===== config.mk =====
export PLATFORM = sky130hd
export DESIGN_NAME = fsk_rx_ctrl
export DESIGN_NICKNAME = d
export VERILOG_FILES = /design/src/rtl/fsk_pkg.sv /design/src/rtl/fsk_interval_stats.sv /design/src/rtl/fsk_rx_ctrl.sv
export SDC_FILE = /design/constraint.sdc
export NUM_CORES = 1
export LEC_CHECK = 0
export ABC_AREA = 1
export BUFFER_PORTS_ARGS = -buffer_cell sky130_fd_sc_hd__buf_2
export CAP_MARGIN = 20
export CORE_MARGIN = 1.5
export CORE_UTILIZATION = 60
export CTS_CLUSTER_SIZE = 25
export DETAILED_ROUTE_END_ITERATION = 8
export GPL_TIMING_DRIVEN = 0
export HOLD_SLACK_MARGIN = 0.06
export PLACE_DENSITY = 0.78
export SYNTH_ARGS = -nofsm -noshare
export SYNTH_HDL_FRONTEND = slang
export SYNTH_SLANG_ARGS = --single-unit

===== constraint.sdc =====
create_clock -name bb_clk -period 4.6 [get_ports bb_clk]
set_input_delay 0.69 -clock bb_clk [delete_from_list [all_inputs] [get_ports bb_clk]]
set_output_delay 0.69 -clock bb_clk [all_outputs]
set_load 0.03 [all_outputs]

===== src/rtl/fsk_pkg.sv =====
// fsk_pkg
// Shared types and constants for the FSK receive controller and the
// demodulator bench: controller state encoding, interval-counter ceiling,
// reset threshold values and the threshold derivation helper.
package fsk_pkg;

    typedef enum logic [2:0] {
        IDLE    = 3'd0,
        CAL_ARM = 3'd1,
        CAL     = 3'd2,
        CALC    = 3'd3,
        HUNT    = 3'd4,
        LOCK    = 3'd5
    } state_t;

    localparam logic [15:0] IC_MAX      = 16'hFFFF;

    // With v_short=0 and v_long=FFFF the demodulator never sees a valid
    // interval and holds its output.
    localparam logic [15:0] V_SHORT_RST = 16'h0000;
    localparam logic [15:0] V_LONG_RST  = 16'hFFFF;

    typedef struct packed {
        logic [15:0] v_short;
        logic [15:0] v_long;
    } thr_t;

    // Thresholds sit an eighth of the spread either side of the midpoint.
    // The sum is widened to 17 bits so min+max cannot overflow; because
    // h <= spread/2, the results always stay inside [min, max].
    function automatic thr_t calc_thresholds(input logic [15:0] lo,
                                             input logic [15:0] hi);
        logic [16:0] sum;
        logic [15:0] mid;
        logic [15:0] spread;
        logic [15:0] h;
        thr_t        res;
        spread      = hi - lo;
        sum         = {1'b0, lo} + {1'b0, hi};
        mid         = sum[16:1];
        h           = spread >> 3;
        res.v_short = mid - h;
        res.v_long  = mid + h;
        return res;
    endfunction

endpackage


===== src/rtl/fsk_interval_stats.sv =====
// fsk_interval_stats
// Saturating edge-to-edge interval counter plus min/max/count tracker used
// during preamble calibration.
// Ports:
//   bb_clk    in   baseband clock, rising edge
//   rst       in   synchronous active-high reset
//   clear     in   reset tracker (n=0, min=FFFF, max=0); ic is unaffected
//   track     in   accept the interval sampled on edge_evt into min/max/n
//   edge_evt  in   one-cycle pulse per detected edge
//   ic        out  current interval count (cleared by edge, saturates)
//   min_val   out  smallest interval seen since clear
//   max_val   out  largest interval seen since clear
//   n         out  number of intervals accepted since clear
//   sat       out  ic has reached IC_MAX
module fsk_interval_stats
    import fsk_pkg::*;
(
    input  logic        bb_clk,
    input  logic        rst,
    input  logic        clear,
    input  logic        track,
    input  logic        edge_evt,
    output logic [15:0] ic,
    output logic [15:0] min_val,
    output logic [15:0] max_val,
    output logic [7:0]  n,
    output logic        sat
);

    always_ff @(posedge bb_clk) begin
        if (rst) begin
            ic <= '0;
        end else if (edge_evt) begin
            ic <= '0;
        end else if (ic != IC_MAX) begin
            ic <= ic + 16'd1;
        end
    end

    // The value of ic on the edge cycle is the interval just completed.
    always_ff @(posedge bb_clk) begin
        if (rst || clear) begin
            n       <= '0;
            min_val <= IC_MAX;
            max_val <= '0;
        end else if (track && edge_evt) begin
            n <= n + 8'd1;
            if (ic < min_val) begin
                min_val <= ic;
            end
            if (ic > max_val) begin
                max_val <= ic;
            end
        end
    end

    assign sat = (ic == IC_MAX);

endmodule


===== src/rtl/fsk_rx_ctrl.sv =====
// fsk_rx_ctrl
// Receive-side controller sequencing the FSK demodulator: calibrates the
// v_short/v_long thresholds from preamble edge intervals, then hunts for the
// sync word in the demodulated bit stream and frames the payload.
// Ports:
//   bb_clk        in   baseband clock, rising edge
//   rst           in   synchronous active-high reset
//   start         in   pulse: leave IDLE and begin calibration
//   stop          in   pulse: return to IDLE from any state
//   edge_evt      in   one-cycle pulse per flag_bit edge
//   bit_in        in   demodulated bit
//   bit_vld       in   qualifies bit_in
//   v_short       out  short-interval threshold
//   v_long        out  long-interval threshold
//   cal_done      out  level: thresholds valid
//   cal_err       out  pulse: calibration rejected (spread too small)
//   frame_sync    out  pulse: sync word matched
//   pay_bit       out  payload bit
//   pay_vld       out  qualifies pay_bit
//   frame_done    out  pulse with the last payload bit
//   carrier_lost  out  pulse on interval timeout
module fsk_rx_ctrl
    import fsk_pkg::*;
#(
    parameter int                  CAL_N        = 16,
    parameter int                  MIN_SPREAD   = 8,
    parameter int                  SYNC_W       = 16,
    parameter logic [SYNC_W-1:0]   SYNC_WORD    = 16'h2DD4,
    parameter int                  PAYLOAD_BITS = 64
)(
    input  logic        bb_clk,
    input  logic        rst,
    input  logic        start,
    input  logic        stop,
    input  logic        edge_evt,
    input  logic        bit_in,
    input  logic        bit_vld,
    output logic [15:0] v_short,
    output logic [15:0] v_long,
    output logic        cal_done,
    output logic        cal_err,
    output logic        frame_sync,
    output logic        pay_bit,
    output logic        pay_vld,
    output logic        frame_done,
    output logic        carrier_lost
);

    localparam int SC_W = $clog2(SYNC_W + 1);

    state_t              state, state_n;
    logic [15:0]         v_short_n, v_long_n;
    logic                cal_done_n, cal_err_n, frame_sync_n;
    logic                pay_bit_n, pay_vld_n, frame_done_n, carrier_lost_n;
    logic [SYNC_W-1:0]   sreg, sreg_n, shifted;
    logic [SC_W-1:0]     sync_cnt, sync_cnt_n;
    logic [15:0]         bit_cnt, bit_cnt_n;

    logic                stats_clear, stats_track;
    logic [15:0]         ic, min_val, max_val, spread;
    logic [7:0]          n_cnt;
    logic                sat, timeout;
    thr_t                thr;

    fsk_interval_stats u_stats (
        .bb_clk   (bb_clk),
        .rst      (rst),
        .clear    (stats_clear),
        .track    (stats_track),
        .edge_evt (edge_evt),
        .ic       (ic),
        .min_val  (min_val),
        .max_val  (max_val),
        .n        (n_cnt),
        .sat      (sat)
    );

    // The raw count is exposed by the stats block for observation; the
    // controller itself only needs the saturation flag.
    logic unused_ic;
    assign unused_ic = ^ic;

    // A coincident edge clears the counter, so it never counts as a timeout.
    assign timeout = sat && !edge_evt;
    assign spread  = max_val - min_val;
    assign thr     = calc_thresholds(min_val, max_val);
    assign shifted = {sreg[SYNC_W-2:0], bit_in};

    always_ff @(posedge bb_clk) begin
        if (rst) begin
            state        <= IDLE;
            v_short      <= V_SHORT_RST;
            v_long       <= V_LONG_RST;
            cal_done     <= 1'b0;
            cal_err      <= 1'b0;
            frame_sync   <= 1'b0;
            pay_bit      <= 1'b0;
            pay_vld      <= 1'b0;
            frame_done   <= 1'b0;
            carrier_lost <= 1'b0;
            sreg         <= '0;
            sync_cnt     <= '0;
            bit_cnt      <= '0;
        end else begin
            state        <= state_n;
            v_short      <= v_short_n;
            v_long       <= v_long_n;
            cal_done     <= cal_done_n;
            cal_err      <= cal_err_n;
            frame_sync   <= frame_sync_n;
            pay_bit      <= pay_bit_n;
            pay_vld      <= pay_vld_n;
            frame_done   <= frame_done_n;
            carrier_lost <= carrier_lost_n;
            sreg         <= sreg_n;
            sync_cnt     <= sync_cnt_n;
            bit_cnt      <= bit_cnt_n;
        end
    end

    // stop overrides every state; losing the carrier in HUNT/LOCK also
    // invalidates the thresholds so the demodulator holds its output.
    always_comb begin
        state_n        = state;
        v_short_n      = v_short;
        v_long_n       = v_long;
        cal_done_n     = cal_done;
        cal_err_n      = 1'b0;
        frame_sync_n   = 1'b0;
        pay_bit_n      = pay_bit;
        pay_vld_n      = 1'b0;
        frame_done_n   = 1'b0;
        carrier_lost_n = 1'b0;
        sreg_n         = sreg;
        sync_cnt_n     = sync_cnt;
        bit_cnt_n      = bit_cnt;
        stats_clear    = 1'b0;
        stats_track    = 1'b0;

        if (stop) begin
            state_n    = IDLE;
            cal_done_n = 1'b0;
            v_short_n  = V_SHORT_RST;
            v_long_n   = V_LONG_RST;
            sreg_n     = '0;
            sync_cnt_n = '0;
            bit_cnt_n  = '0;
        end else begin
            case (state)
                IDLE: begin
                    if (start) begin
                        state_n = CAL_ARM;
                    end
                end

                // The first edge only opens an interval; the tracker is held
                // clear through it.
                CAL_ARM: begin
                    stats_clear = 1'b1;
                    if (edge_evt) begin
                        state_n = CAL;
                    end
                end

                CAL: begin
                    if (timeout) begin
                        carrier_lost_n = 1'b1;
                        state_n        = CAL_ARM;
                    end else begin
                        stats_track = 1'b1;
                        if (edge_evt && (n_cnt == 8'(CAL_N - 1))) begin
                            state_n = CALC;
                        end
                    end
                end

                CALC: begin
                    if (spread < 16'(MIN_SPREAD)) begin
                        cal_err_n = 1'b1;
                        state_n   = CAL_ARM;
                    end else begin
                        v_short_n  = thr.v_short;
                        v_long_n   = thr.v_long;
                        cal_done_n = 1'b1;
                        sreg_n     = '0;
                        sync_cnt_n = '0;
                        state_n    = HUNT;
                    end
                end

                // sync_cnt saturates at SYNC_W and gates the match until a
                // full word has been shifted in since entering HUNT.
                HUNT: begin
                    if (timeout) begin
                        carrier_lost_n = 1'b1;
                        cal_done_n     = 1'b0;
                        v_short_n      = V_SHORT_RST;
                        v_long_n       = V_LONG_RST;
                        sreg_n         = '0;
                        sync_cnt_n     = '0;
                        state_n        = CAL_ARM;
                    end else if (bit_vld) begin
                        sreg_n = shifted;
                        if (sync_cnt != SC_W'(SYNC_W)) begin
                            sync_cnt_n = sync_cnt + 1'b1;
                        end
                        if ((sync_cnt >= SC_W'(SYNC_W - 1)) &&
                            (shifted == SYNC_WORD)) begin
                            frame_sync_n = 1'b1;
                            bit_cnt_n    = '0;
                            state_n      = LOCK;
                        end
                    end
                end

                LOCK: begin
                    if (timeout) begin
                        carrier_lost_n = 1'b1;
                        cal_done_n     = 1'b0;
                        v_short_n      = V_SHORT_RST;
                        v_long_n       = V_LONG_RST;
                        sreg_n         = '0;
                        sync_cnt_n     = '0;
                        bit_cnt_n      = '0;
                        state_n        = CAL_ARM;
                    end else if (bit_vld) begin
                        pay_vld_n = 1'b1;
                        pay_bit_n = bit_in;
                        if (bit_cnt == 16'(PAYLOAD_BITS - 1)) begin
                            frame_done_n = 1'b1;
                            bit_cnt_n    = '0;
                            sreg_n       = '0;
                            sync_cnt_n   = '0;
                            state_n      = HUNT;
                        end else begin
                            bit_cnt_n = bit_cnt + 16'd1;
                        end
                    end
                end

                default: begin
                    state_n = IDLE;
                end
            endcase
        end
    end

endmodule


# [Word-level counts from Yosys, hierarchy flattened]
# Cells that the tools add are included.
[totals] ff_bits=134 out_inout_bits=39 word_cells=140
[op_classes] bitwise=7 muxes=53 order_cmp=4 eq_ne=24 reduce_logical=27 addsub=8
[ops] op="two-way mux 16 bit" n=10
[ops] op="one-hot mux 16 bit (2 select lines)" n=3
[ops] op="two-way mux 15 bit" n=6
[ops] op="one-hot mux 15 bit (3 select lines)" n=1
[ops] op="two-way mux 5 bit" n=7
[ops] op="two-way mux 3 bit" n=11
[ops] op="adder 16 x 1 -> 16 bit (second input constant)" n=2
[ops] op="!= test 3 bit (second input constant)" n=6
[ops] op="one-hot mux 3 bit (6 select lines)" n=1
[ops] op="adder 16 x 16 -> 17 bit" n=1
[ops] op="adder 16 x 13 -> 16 bit" n=1
[ops] op="== test 16 x 14 -> 1 bit (second input constant)" n=1
[ops] op="== test 16 bit (second input constant)" n=1
[ops] op="== test 16 x 6 -> 1 bit (second input constant)" n=1
[ops] op="greater-than comparator 16 bit" n=1
[ops] op="< comparator 16 bit" n=1
[ops] op="< comparator 16 x 4 -> 1 bit (second input constant)" n=1
[ops] op="!= test 16 bit (second input constant)" n=1
[ops] op="subtractor 16 x 13 -> 16 bit" n=1
[ops] op="subtractor 16 bit" n=1
[ops] op="one-hot mux 5 bit (3 select lines)" n=1
[ops] op="two-way mux 1 bit" n=12
[ops] op="!= test 2 bit (second input constant)" n=6
[ops] op="AND reduction 5 bit" n=2
[ops] op="other kinds (26)" n=44

# [Longest topological paths before layout]
[depth] depth_word=7 mapped_depth=26 mapped_depth_nobuf=25

# [By module]
# From an unflattened synthesis, not the netlist that was laid out.
[hier_totals] hier_cells=1516 hier_area_um2=9937.0
[modules_own_cells] mod="fsk_rx_ctrl" cells_per_inst=1045 seq_area_each_um2=1561.5 n_inst=1 area_per_inst_um2=6633.9
[modules_own_cells] mod="fsk_interval_stats" cells_per_inst=471 seq_area_each_um2=1121.1 n_inst=1 area_per_inst_um2=3303.2

# [Worst setup path before layout]
# Ideal clock, no wire load.
[synth_path] path_kind="flip-flop to flip-flop" startpoint="register u_stats.min_val[3]" endpoint="register v_long[13]" n_path_buf=0 slack_ns=1.484 setup_time_ns=0.126 t_arrival_ns=2.990 path_stages_with_launch=22 path_cell_list="dfxtp_1 > inv_1 > ha_1 > nand2_1 > inv_1 > nand2_1 > nand3_2 > xor2_1 > ha_1 > clkinv_1 > a21oi_1 > nand2_1 > a21boi_0 > o21ai_0 > nand2_1 > nand3_1 > nand2_1 > nand2_1 > xor2_1 > nand2_1 > nand2_1 > nand2_1"
[synth_between] elab_chain_cells=4
[synth_lines] item="start: declaration" line="fsk_interval_stats.sv:24" text="output logic [15:0] min_val,"
[synth_lines] item="start signal: assignment" line="fsk_interval_stats.sv:49" text="min_val <= ic;"
[synth_lines] item="adder 16 x 16 -> 17 bit or subtractor 16 bit (tied branches)" line="fsk_pkg.sv:39, fsk_pkg.sv:38, fsk_rx_ctrl.sv:85"
[synth_lines] item="adder 16 x 13 -> 16 bit or < comparator 16 x 4 -> 1 bit (tied branches)" line="fsk_pkg.sv:43, fsk_rx_ctrl.sv:178"
[synth_lines] item="two-way mux 16 bit or != test 2 bit (tied branches)"
[synth_lines] item="one-hot mux 16 bit (2 select lines) or AND reduction 3 bit (tied branches)"
[synth_lines] item="end signal: assignment" line="fsk_rx_ctrl.sv:107" text="v_long <= v_long_n;"
[synth_lines] item="end: declaration" line="fsk_rx_ctrl.sv:39" text="output logic [15:0] v_long,"
# Several ways; a longest one is shown, not always the timed one. The select of a mux whose other input is x is not followed.
# A chain may end at the register's enable or synchronous reset.

# [Worst setup path after layout]
[layout_path] startpoint="register u_stats.min_val[1]" endpoint="register v_long[13]"
# The elaborated chain is that of the path after synthesis.

==> results.md <==
Status:
- The flow ran to the end, and the final reports show no timing, DRC or antenna violations.

Synth:
- The share of the Yosys chip area taken by registers is roughly 28%.
- The most used flip-flop cell after synthesis is sky130_fd_sc_hd__dfxtp_1.
- When the netlist entered floorplanning its net count stood at about 1,500.
- The synthesized flop and latch total is between 100 and 150.
- In the synthesized netlist, the number of instances is roughly 1,400.
- For this run, asynchronously set or reset flops after synthesis account for 0%.
- Of all cell types, the one taking the most synthesized area is sky130_fd_sc_hd__dfxtp_1.
- The synthesized design contains 0 enable-type register cells.
- Ranked by total cell area, the synthesized netlist is headed by sky130_fd_sc_hd__dfxtp_1 (28%), sky130_fd_sc_hd__nand2_1 (12%), sky130_fd_sc_hd__ha_1 (12%).
- The synthesized area per cell is around 6.7 sq um.
- The top cell type's share of synthesized area is around 28%.
- The post-synthesis cell area is roughly 0.0095 sq mm.
- For this run, the number of Yosys warnings is 0.
- The count of cell types in the netlist is 49.

Detailed routing:
- The wire length per cell is about 14 um.
- The mean number of vias per cell is ~5.5.
- The number of remaining DRC errors is 0.
- For this block, the initial DRC count from the detailed router was around 570.
- The detailed-routing iteration count for the pre-antenna-repair pass is 5.
- The total length of routed wires is between 20,000 and 25,000 um.
- The via total after detailed routing is just over 9,000.
- The count of nets left with antenna violations once routing finished came out at 0.

Clock tree:
- The TritonCTS clock tree is yes.
- The clock transition time at the flip-flop clock pins of the worst setup and hold paths is around 0.06 ns.
- In this run the number of H-tree levels came out at 4.
- The number of hold-repair buffers added at the cts stage is 0.
- In this run the post-CTS setup repair buffer count came out at 0.
- The later-pin clock latency in the skew report is ~0.43 ns.
- The buffer levels on the longest clock path is 2.
- The total of cells resized after clock tree synthesis is 0.
- The number of buffers created by CTS is 17.
- The total number of clock tree sinks is about 130.
- The cell sitting at the root of the clock tree is a sky130_fd_sc_hd__clkbuf_16.

Critical path:
- The number of buffers and inverters on the critical path is 3.
- On the critical path, the stage with the largest delay is an instance of sky130_fd_sc_hd__o21ai_0.
- The maximum fanout along the worst path is 7.
- The required time reported for the critical path endpoint is around 4.9 ns.
- Walking the worst path, the cells encountered are inv_1, ha_1, nand2_1, o21ai_1, nand2_1, nand2_2, xor2_2, inv_1, ha_1, inv_1, nor2_1, a21boi_0, o21ai_0, nand2_1, nand3_1, nand2_1, nand2_1, xor2_1, nand2_1, nand2_1, nand2_1.
- STA classifies the critical path startpoint as a flip-flop.
- The largest single stage delay on the critical path is between 0.4 and 0.5 ns.
- Broken down by cell family, the worst path's largest delay share belongs to simple AND/OR/NAND/NOR gates.
- STA puts the critical path data arrival time at 4.09 ns.
- The cell that appears most often on the critical path is sky130_fd_sc_hd__nand2_1.
- The sort of element at the end of the critical path is a flip-flop.
- The classification of the worst setup path is flip-flop to flip-flop.

Global routing:
- The global-route wire length before repair is 37,900 um.
- The initial antenna violation count is 0.
- The largest net degree at the start of global routing is 17.
- The global route total overflow is 0.
- The total routing resource utilization after global routing is approximately 28%.
- The number of global-route vias before repair is 8,359.

Timing:
- The maximum clock frequency is roughly 260 MHz.
- The worst slew slack as a fraction of its limit is between 50% and 60%.
- The sum of negative setup slack is 0 ns.
- Setup repair after global routing left no endpoint under its margin.
- Dividing the final minimum period by the clock period gives between 80 and 90%.
- The worst hold slack across all endpoints is 0.461 ns.
- The number of max-slew violations in the final report is 0.
- The final-report hold violation count is 0.
- The time the worst path needs with I/O delays and setup is 3.79 ns.
- The clock tree skew after final layout is roughly 0.011 ns.
- The total setup violations reported at the end of the flow is 0.
- The slew at the pin with the worst max-slew slack is between 0.6 and 0.7 ns.

Power:
- Combinational logic is responsible for under 10% of the overall power.
- For this design the ratio of total power to cell area is roughly 260 mW/mm^2.
- For this design the total switching power over the nets is approximately 630 uW.
- The internal power is about 2.1 mW.
- The worst-case IR drop observed on VDD is 0.246 mV.
- Net switching is between 20% and 30% of the power.
- The clock network is responsible for 51.7% of the overall power.
- The part of the power in registers is a little over two fifths.
- The leakage power of the design is about 5 nW.

Die:
- The overall die height is 129 um.
- The initial core utilization is 62.1%.
- The die covers 0.0166 sq mm.
- The width of the die is between 100 and 150 um.
- The floorplan step defined a core boundary enclosing between 0.015 and 0.02 sq mm.
- In this run the core area contains 45 standard-cell rows.
- Pin placement for this block handled between 40 and 50 I/O pins.

Finish:
- Leaving out fill and tap cells, the most frequent cells in the layout are sky130_fd_sc_hd__nand2_1 (316), sky130_fd_sc_hd__inv_1 (188), sky130_fd_sc_hd__dfxtp_1 (134), sky130_fd_sc_hd__nor2_1 (132), sky130_fd_sc_hd__a21oi_1 (118).
- In the final layout, the share of cells above drive strength 1 is about a tenth.
- The count of antenna diodes in the layout is 0.
- Registers take between 0.002 and 0.003 sq mm.
- The layout overhead on the synthesized area is 11.5%.
- The final-stage net count is 1,575.
- In the final layout, the multi-input gates occupy around 0.0059 sq mm.
- Fill cells in the final layout number roughly 1,400.
- Leaving out fill and tap cells, the most frequent cell in the layout is sky130_fd_sc_hd__nand2_1.
- The utilization after layout is 69.3%.

Place:
- The final estimated routing congestion in global placement is 0.910.
- Detailed placement finished with a half-perimeter wire length of about 18,000 um.
- The count of input and output buffers is 45.

Job:
- The number of max-capacitance violations reported is 0.

Min path:
- The worst hold path belongs to the class flip-flop to flip-flop.
[logic make-up (layout without fill, tap and decap cells)]
logic type | after synthesis | in the layout | share of synthesized area [%]
and+or+nand+nor | 660 | 660 | 30.9
AOI/OAI and AO/OA | 245 | 245 | 14.4
buffers and inverters | 233 | 310 | 9.67
DFF | 134 | 134 | 28.2
adders and majority gates | 95 | 95 | 12.7
xor gates and xnor gates | 42 | 42 | 4.11
[cell type report]
class	instances	share of cell area, %
clock buffer	21	4.34
multi-input combinational	1042	55.7
buffer	34	1.60
clock inverter	11	1.39
sequential	134	25.3
tap	211	2.49
timing repair buffer	45	2.12
inverter	199	7.07
[registers in the layout, indices dropped and copies added, names as in the netlist]
name,cells
pay_vld,1
state,3
carrier_lost,1
sync_cnt,5
u_stats.max_val,16
v_short,16
cal_err,1
sreg,15
frame_sync,1
bit_cnt,16
pay_bit,1
cal_done,1
v_long,16
frame_done,1
u_stats.min_val,16
u_stats.ic,16
u_stats.n,8
[tightest hold or removal path, stage by stage (launching register included)]
cell and delay [ns]:
sky130_fd_sc_hd__dfxtp_1 0.31, sky130_fd_sc_hd__nand2_1 0.06, sky130_fd_sc_hd__a21oi_1 0.05
[power by group through the flow]
stage	Clock [mW]	Sequential (mW)	Combinational [mW]
2_1_floorplan	0	1.19	0.110
3_3_place_gp	0	1.19	0.144
3_5_place_dp	0	1.19	0.146
4_1_cts	1.42	1.17	0.148
5_1_grt	1.47	1.17	0.169
6_report	1.41	1.17	0.149
[through the flow]
step / setup WS (ns) / power [mW] / area (sq um) / cells
2_1_floorplan: 1.48 / 1.30 / 9510 / 1409
3_3_place_gp: 0.961 / 1.34 / 10000 / 1665
3_5_place_dp: 0.903 / 1.34 / 10000 / 1665
4_1_cts: 0.849 / 2.73 / 10600 / 1697
5_1_grt: 0.439 / 2.80 / 10600 / 1697
6_report: 0.810 / 2.73 / 10600 / 1697
[layer usage]
metal	part of all wire [%]	vias up	track usage [%]	wire length, um
li1	-	4769	-	-
met2	46	250	48.3	10700
met1	47	4196	36.1	10900
met5	0	-	0	0
met3	4.7	47	4.37	1090
met4	2.3	0	9.78	544
[worst paths after layout]
kind	start	endpoint	slack [ns]	cells past startpoint
worst max-delay path	u_stats.min_val[1]	v_long[13]	0.81	21
worst min-delay path	v_short[14]	v_short[14]	0.46	2
worst max register to register	u_stats.min_val[1]	v_long[13]	0.81	21
worst min register to register	v_short[14]	v_short[14]	0.46	2
[cell usage after synthesis, types with 4 or more instances]
cell,n
sky130_fd_sc_hd__nand4_1,27
sky130_fd_sc_hd__o31ai_1,6
sky130_fd_sc_hd__a21boi_0,4
sky130_fd_sc_hd__nor4_1,18
sky130_fd_sc_hd__o21ai_0,68
sky130_fd_sc_hd__buf_2,10
sky130_fd_sc_hd__ha_1,92
sky130_fd_sc_hd__or2_2,10
sky130_fd_sc_hd__a21oi_1,118
sky130_fd_sc_hd__o211ai_1,20
sky130_fd_sc_hd__a31oi_1,8
sky130_fd_sc_hd__a211oi_1,5
sky130_fd_sc_hd__nor2_1,132
sky130_fd_sc_hd__inv_1,188
sky130_fd_sc_hd__nand2_2,8
sky130_fd_sc_hd__nand2_1,316
sky130_fd_sc_hd__nand3_1,91
sky130_fd_sc_hd__xor2_1,37
sky130_fd_sc_hd__nor2_2,8
sky130_fd_sc_hd__inv_2,7
sky130_fd_sc_hd__dfxtp_1,134
sky130_fd_sc_hd__clkbuf_1,18
sky130_fd_sc_hd__nor3_1,34
sky130_fd_sc_hd__o21bai_1,6
Power figures use the tool's default switching activity.
